<file path="config.mk">
export PLATFORM = sky130hd
export DESIGN_NAME = fetch_response
export DESIGN_NICKNAME = d
export VERILOG_FILES = /design/src/rtl/fetch_response.sv
export SDC_FILE = /design/constraint.sdc
export NUM_CORES = 1
export LEC_CHECK = 0
export BUFFER_PORTS_ARGS = -buffer_cell sky130_fd_sc_hd__buf_2
export CORE_ASPECT_RATIO = 1.2
export CORE_UTILIZATION = 59
export CTS_BUF_LIST = sky130_fd_sc_hd__clkbuf_2
export DETAILED_ROUTE_END_ITERATION = 16
export PLACE_DENSITY = 0.89
export REMOVE_ABC_BUFFERS = 1
export SYNTH_ARGS = -nofsm -noshare
export SYNTH_HDL_FRONTEND = slang
export SYNTH_SLANG_ARGS = --single-unit
</file>
<file path="constraint.sdc">
create_clock -name clk_i -period 21.6 [get_ports clk_i]
set_input_delay 4.32 -clock clk_i [delete_from_list [all_inputs] [get_ports clk_i]]
set_output_delay 4.32 -clock clk_i [all_outputs]
set_load 0.005 [all_outputs]
</file>
<file path="src/rtl/fetch_response.sv">
// Fetch response stage: filters killed/flushed I$ responses into a small FIFO, issues request credit and replays drops.
// Optional FETCH_RSP_BYPASS_EN presents a response on the head outputs in the same cycle when the FIFO is empty.
module fetch_response #(
    parameter int unsigned DEPTH       = 2,
    parameter int unsigned FETCH_WIDTH = 32,
    parameter int unsigned VLEN        = 39
) (
    input  logic                   clk_i,
    input  logic                   rst_ni,
    input  logic                   flush_i,
    input  logic                   kill_s2_i,
    input  logic                   icache_valid_i,
    input  logic [FETCH_WIDTH-1:0] icache_data_i,
    input  logic [VLEN-1:0]        icache_vaddr_i,
    input  logic                   icache_ex_i,
    output logic                   fetch_valid_o,
    output logic [FETCH_WIDTH-1:0] fetch_data_o,
    output logic [VLEN-1:0]        fetch_vaddr_o,
    output logic                   fetch_ex_o,
    input  logic                   fetch_ready_i,
    output logic                   instr_queue_ready_o,
    output logic                   replay_o,
    output logic [VLEN-1:0]        replay_addr_o
);

    localparam int unsigned PTR_W   = (DEPTH > 1) ? $clog2(DEPTH) : 1;
    localparam int unsigned CNT_W   = PTR_W + 1;
    localparam int unsigned ENTRY_W = FETCH_WIDTH + VLEN + 1;
    localparam logic [CNT_W-1:0] FULL_CNT   = CNT_W'(DEPTH);
    localparam logic [CNT_W-1:0] CREDIT_MAX = CNT_W'(DEPTH - 2);

    logic [ENTRY_W-1:0] mem_q [DEPTH];
    logic [PTR_W-1:0]   rptr_q, rptr_d, wptr_q, wptr_d;
    logic [CNT_W-1:0]   count_q, count_d;
    logic               replay_q, replay_d;
    logic [VLEN-1:0]    replay_addr_q, replay_addr_d;

    logic               capture, empty, full, fifo_pop, push, drop;
    logic [ENTRY_W-1:0] rsp_entry, head_entry;

    assign capture   = icache_valid_i && !kill_s2_i && !flush_i;
    assign empty     = (count_q == '0);
    assign full      = (count_q == FULL_CNT);
    assign fifo_pop  = !empty && fetch_ready_i;
    assign rsp_entry = {icache_ex_i, icache_vaddr_i, icache_data_i};

`ifdef FETCH_RSP_BYPASS_EN
    logic bypass;
    assign bypass        = empty && capture;
    assign fetch_valid_o = !empty || bypass;
    assign head_entry    = bypass ? rsp_entry : (empty ? '0 : mem_q[rptr_q]);
    // A bypassed response the consumer takes right away never touches storage.
    assign push          = capture && (!full || fifo_pop) && !(bypass && fetch_ready_i);
`else
    assign fetch_valid_o = !empty;
    assign head_entry    = empty ? '0 : mem_q[rptr_q];
    assign push          = capture && (!full || fifo_pop);
`endif

    assign drop = capture && full && !fifo_pop;
    assign {fetch_ex_o, fetch_vaddr_o, fetch_data_o} = head_entry;

    // One slot stays reserved for the request already in flight upstream.
    assign instr_queue_ready_o = (count_q <= CREDIT_MAX) && !flush_i;
    assign replay_o            = replay_q;
    assign replay_addr_o       = replay_addr_q;

    always_comb begin
        rptr_d        = rptr_q;
        wptr_d        = wptr_q;
        count_d       = count_q;
        replay_d      = drop;
        replay_addr_d = drop ? icache_vaddr_i : replay_addr_q;
        if (push) begin
            wptr_d = wptr_q + PTR_W'(1);
        end
        if (fifo_pop) begin
            rptr_d = rptr_q + PTR_W'(1);
        end
        case ({push, fifo_pop})
            2'b10:   count_d = count_q + CNT_W'(1);
            2'b01:   count_d = count_q - CNT_W'(1);
            default: count_d = count_q;
        endcase
        if (flush_i) begin
            rptr_d  = '0;
            wptr_d  = '0;
            count_d = '0;
        end
    end

    always_ff @(posedge clk_i or negedge rst_ni) begin
        if (!rst_ni) begin
            rptr_q        <= '0;
            wptr_q        <= '0;
            count_q       <= '0;
            replay_q      <= 1'b0;
            replay_addr_q <= '0;
        end else begin
            rptr_q        <= rptr_d;
            wptr_q        <= wptr_d;
            count_q       <= count_d;
            replay_q      <= replay_d;
            replay_addr_q <= replay_addr_d;
        end
    end

    // Entry storage is unreset; head outputs are masked by the count instead.
    always_ff @(posedge clk_i) begin
        if (push) begin
            mem_q[wptr_q] <= rsp_entry;
        end
    end

endmodule

</file>
== Yosys cells after proc, flatten, opt, wreduce, memory -nomap -nowiden ==
Memories as Yosys holds them, arrays and structs flattened.
Cells that the tools add are included.

* Register bits after elaboration: 44
* Bits in writable memories: 144
* Word-level logic and storage cells: 40
* Memories kept: 1

{| class="wikitable"
|+ Memories
! memory !! depth !! width !! rd ports !! clocked after memory_dff !! write ports !! line !! text
|-
| mem_q || 2 || 72 || 1 || 0 || 1 || 32 || <nowiki>logic [ENTRY_W-1:0] mem_q [DEPTH];</nowiki>
|}

* $add $sub $neg: 4
* Order comparisons: 1
* Eq/ne operators: 3
* Mux-type cells: 9
* Reduce and logical (&&, ||, !) cells: 17

{| class="wikitable"
|+ Operators with widths
! cell !! count
|-
| 72-bit two-way mux || 1
|-
| 1-bit logical AND || 7
|-
| 1-bit two-way mux || 6
|-
| 1-bit logical NOT || 5
|-
| 2-bit equality test (second input constant) || 2
|-
| 2-bit one-hot mux with 2 select lines || 1
|-
| 2-bit nonzero test || 2
|-
| 3-bit nonzero test || 1
|-
| 1-bit adder (second input constant) || 2
|-
| 2-bit by 1-bit adder with 2-bit output (second input constant) || 1
|-
| 2-bit by 1-bit equality test with 1-bit output (second input constant) || 1
|-
| 2-bit by 1-bit <= comparator with 1-bit output (second input constant) || 1
|-
| 2-bit logical NOT || 1
|-
| 2-bit two-way mux || 1
|-
| 2-bit by 1-bit subtractor with 2-bit output (second input constant) || 1
|-
| 1-bit logical OR || 1
|}

== Logic depth before layout (Yosys ltp) ==
* Depth in word-level cells: 8
* Depth in mapped cells: 5

== Worst setup path after synthesis ==
No wires, ideal clock.

* Kind: input to register
* Start: in kill_s2_i
* End: mem mem_q[1][0] (netlist bit) (enable)
* Arrival: 11994 ps
* Slack: 8901 ps
* Stages: 3
* Cells stage by stage: nand2b_1 > buf_2 > nor4b_1

* Cells in the longest elaborated chain, start to end: 6

{| class="wikitable"
|+ Ends and longest elaborated chain
! what !! line !! text
|-
| from (decl) || 11 || <nowiki>input logic kill_s2_i,</nowiki>
|-
| 1-bit logical NOT || 41 || <nowiki>assign capture = icache_valid_i && !kill_s2_i && !flush_i;</nowiki>
|-
| 1-bit logical AND (2 in series) || 41 ||
|-
| 1-bit logical AND || 57 || <nowiki>assign push = capture && (!full || fifo_pop);</nowiki>
|-
| 1-bit two-way mux || 110 || <nowiki>if (push) begin</nowiki>
|-
| 1-bit two-way mux (not written as such) || 111 || <nowiki>mem_q[wptr_q] <= rsp_entry;</nowiki>
|-
| to (decl) || 32 ||
|}

No other way between the ends.

== Final worst setup path ==
* Start: in flush_i
* End: out instr_queue_ready_o

* Cells in the longest elaborated chain, start to end: 2

{| class="wikitable"
|+ Ends and longest elaborated chain
! what !! line !! text
|-
| from (decl) || 10 || <nowiki>input logic flush_i,</nowiki>
|-
| 1-bit logical NOT || 64 || <nowiki>assign instr_queue_ready_o = (count_q <= CREDIT_MAX) && !flush_i;</nowiki>
|-
| 1-bit logical AND || 64 ||
|-
| to (decl) || 21 || <nowiki>output logic instr_queue_ready_o,</nowiki>
|}

No other way between the ends.

==> impl_metrics.yaml <==
run_status:
  status: "finished, final reports clean"
route:
  vias: 4148
  firstDrtPassIters: 4
  wl_um: 13600
  drt_iter0_markers: 177
  viasPerCell: 5.29
  ant_nets: 0
  drc_errors: 0
  wire_per_inst_um: 17.4
critical_path:
  critical-path-max-stage-delay_ps: 150
  crit_path_frequent_cell: "buf_2"
  worstPathCellList: "buf_2 > nor2_1 > buf_2"
  crit_fanout: 7
  worstSetupEndpointType: "primary output"
  start_kind: "primary input"
  required_ps: 17280
  crit_type: "primary input to primary output"
  worstPathArrival_ps: 4690
  worst_path_max_delay_cell: "buf_2"
synth:
  synth_area_sq_mm: 0.00730
  yosysTopAreaCellShare_pct: 59.2
  synth-seq-area-share_pct: 74.3
  synth_edf_count: 144
  synth_ff_type: "edfxtp_1"
  synthCells: 415
  async_flop_share_pct: 23.4
  synth_commonest_cells: "edfxtp_1 (144), nor2_1 (75), mux2i_1 (72)"
  synth_top_area_cell: "edfxtp_1"
  synth_seq_cells: 188
  synth_area_leaders: "edfxtp_1 (59%), dfrtp_1 (15%), mux2i_1 (9.9%)"
  yosysMostFrequentCell: "edfxtp_1"
  avgSynthCellArea_sq_um: 17.6
  yosys.cell_types.count: 25
  yosysWarnings: 0
clock_network:
  hold_buffers: 0
  clkLatencyLatePin_ps: 720
  cts_root_buf: "clkbuf_2"
  ctsResizeCount: 0
  clock_sinks: 188
  clkSlewWorstSetupHoldPaths_ps: 200
  cts_tree: "done"
  cts_setup_buffers: 0
  htreeDepth: 4
  cts_made_buffers: 17
  clk_path_buf_depth: 2
die:
  rows: 44
  die-area_sq_mm: 0.0128
  die_y_um: 124
  io_pins: 192
  fp.coreArea_sq_mm: 0.0121
  start_util_pct: 60.5
  die_width_um: 104
grt:
  grt_start_max_net_pins: 72
  grt_use_met2_pct: 38.9
  overflow: 0
  antenna_found_initial: 0
  grtUsageMet1_pct: 25.8
  grt_pass1_vias: 4201
  grtUsageMet3_pct: 5.02
  busiest_layer: "met2"
  grt_usage_pct: 21.7
  grt_pass1_wl_um: 20900
timing:
  period_share_pct: 41.7
  slew_viol_final: 0
  worstMarginPinSlew_ps: 1050
  hold_violations: 0
  fmax_mhz: 111
  setup_tns_ps: 0
  fin_skew_ps: 37.7
  period_minus_slack_ps: 9010
  fin_ws_ps: 12590
  rsz0062_at_grt: "no"
  setup_violations: 0
  slew_headroom_pct: 30.2
layout:
  post-route-util_pct: 71.6
  drive_gt1_share_pct: 43.5
  nets: 688
  final_cells: 784
  area_growth_pct: 18.3
  diodes: 0
placed_design:
  dp_slack_ps: 12600
  detailed_place_hpwl_um: 8890
  place_inst: 752
  io_buffers: 191
  gp_congestion: 0.721
power:
  power_leakage_nw: 3.77
  powerDensity_mw_per_mm2: 71.9
  ir_drop_v: 0.0000555
  power_mw: 0.621
min_path:
  holdCritPathClass: "register to register"
job:
  maxCapViolations: 0
cell families after synthesis:
family          share of synthesized area (%)
mux                                      17.9
xor+xnor                                0.240
buf+inv                                  1.73
flops                                    74.3
compound gates                          0.857
simple gates                             4.95
area by class of cell:
class	instances	area, sq um
clock buffers	19	95.1
well taps	161	201
inverters	3	11.3
flip-flops and latches	188	5430
clock inverters	13	140
multi-input cells	204	1770
repair buffers	196	993
fillers	795	3420
critical path: cells and delay by family:
family,cells,cell delay (ps)
and+or+nand+nor,1,110
buffers and inverters,2,270
power by group:
group / internal [mW] / switching [mW] / total (mW) / leakage [nW]
Combinational: 0.0220 / 0.0262 / 0.0482 / 1.71
Sequential: 0.398 / 0.00478 / 0.403 / 1.92
Clock: 0.0554 / 0.115 / 0.170 / 0.147
Total: 0.476 / 0.146 / 0.621 / 3.77
metrics by stage:
step	cell area, sq um	hold slack [ps]
after floorplan	7180	506
after global placement	8400	491
after detailed placement	8400	490
after CTS	8640	539
after global routing	8640	562
final	8640	538
state kept, by name, indices dropped and copies added (netlist names):
signal / flops
replay_o: 1
wptr_q: 1
mem_q: 144
rptr_q: 1
count_q: 2
replay_addr_o: 39
final timing paths:
check / slack (ps) / to / cells past startpoint / start
worst max-delay path: 12590 / instr_queue_ready_o / 3 / flush_i
worst min-delay path: 540 / replay_addr_o[38]$_DFFE_PN0P_ / 1 / replay_addr_o[38]$_DFFE_PN0P_
worst max register to register: 19250 / mem_q[1][36]$_DFFE_PP_ / 3 / count_q[1]$_DFFE_PN0P_
worst min register to register: 540 / replay_addr_o[38]$_DFFE_PN0P_ / 1 / replay_addr_o[38]$_DFFE_PN0P_
max in group asynchronous: 17070 / rptr_q$_DFFE_PN0P_ / 1 / rst_ni
min in group asynchronous: 3730 / replay_addr_o[11]$_DFFE_PN0P_ / 1 / rst_ni
placed cells by master, fill, tap and decap left out:
cell type   count
nor2_1         74
clkinvlp_4      1
buf_4           5
clkbuf_2       19
clkinv_1        2
clkinv_4        1
bufinv_16       2
a2111oi_0       1
nand2b_1        2
dfrtp_4         1
buf_2         191
o211a_1         1
mux2i_1        72
and2_1          1
o21ai_0         1
nor4_2          1
xor2_1          1
inv_8           1
inv_1           3
mux2_4         39
o22a_1          1
nor4b_2         1
nand3b_4        1
inv_6           4
o211ai_1        1
edfxtp_1      144
a211oi_1        2
nor3b_1         1
xnor2_1         1
clkinv_2        2
a21boi_0        1
dfrtp_1        43
nor2_4          1
nor3b_4         1
per-layer routing:
layer / vias up / wire length (um)
li1: 1920 / -
met5: - / 0
met2: 141 / 7420
met4: 0 / 195
met1: 2071 / 5410
met3: 16 / 617
Power figures use the tool's default switching activity.
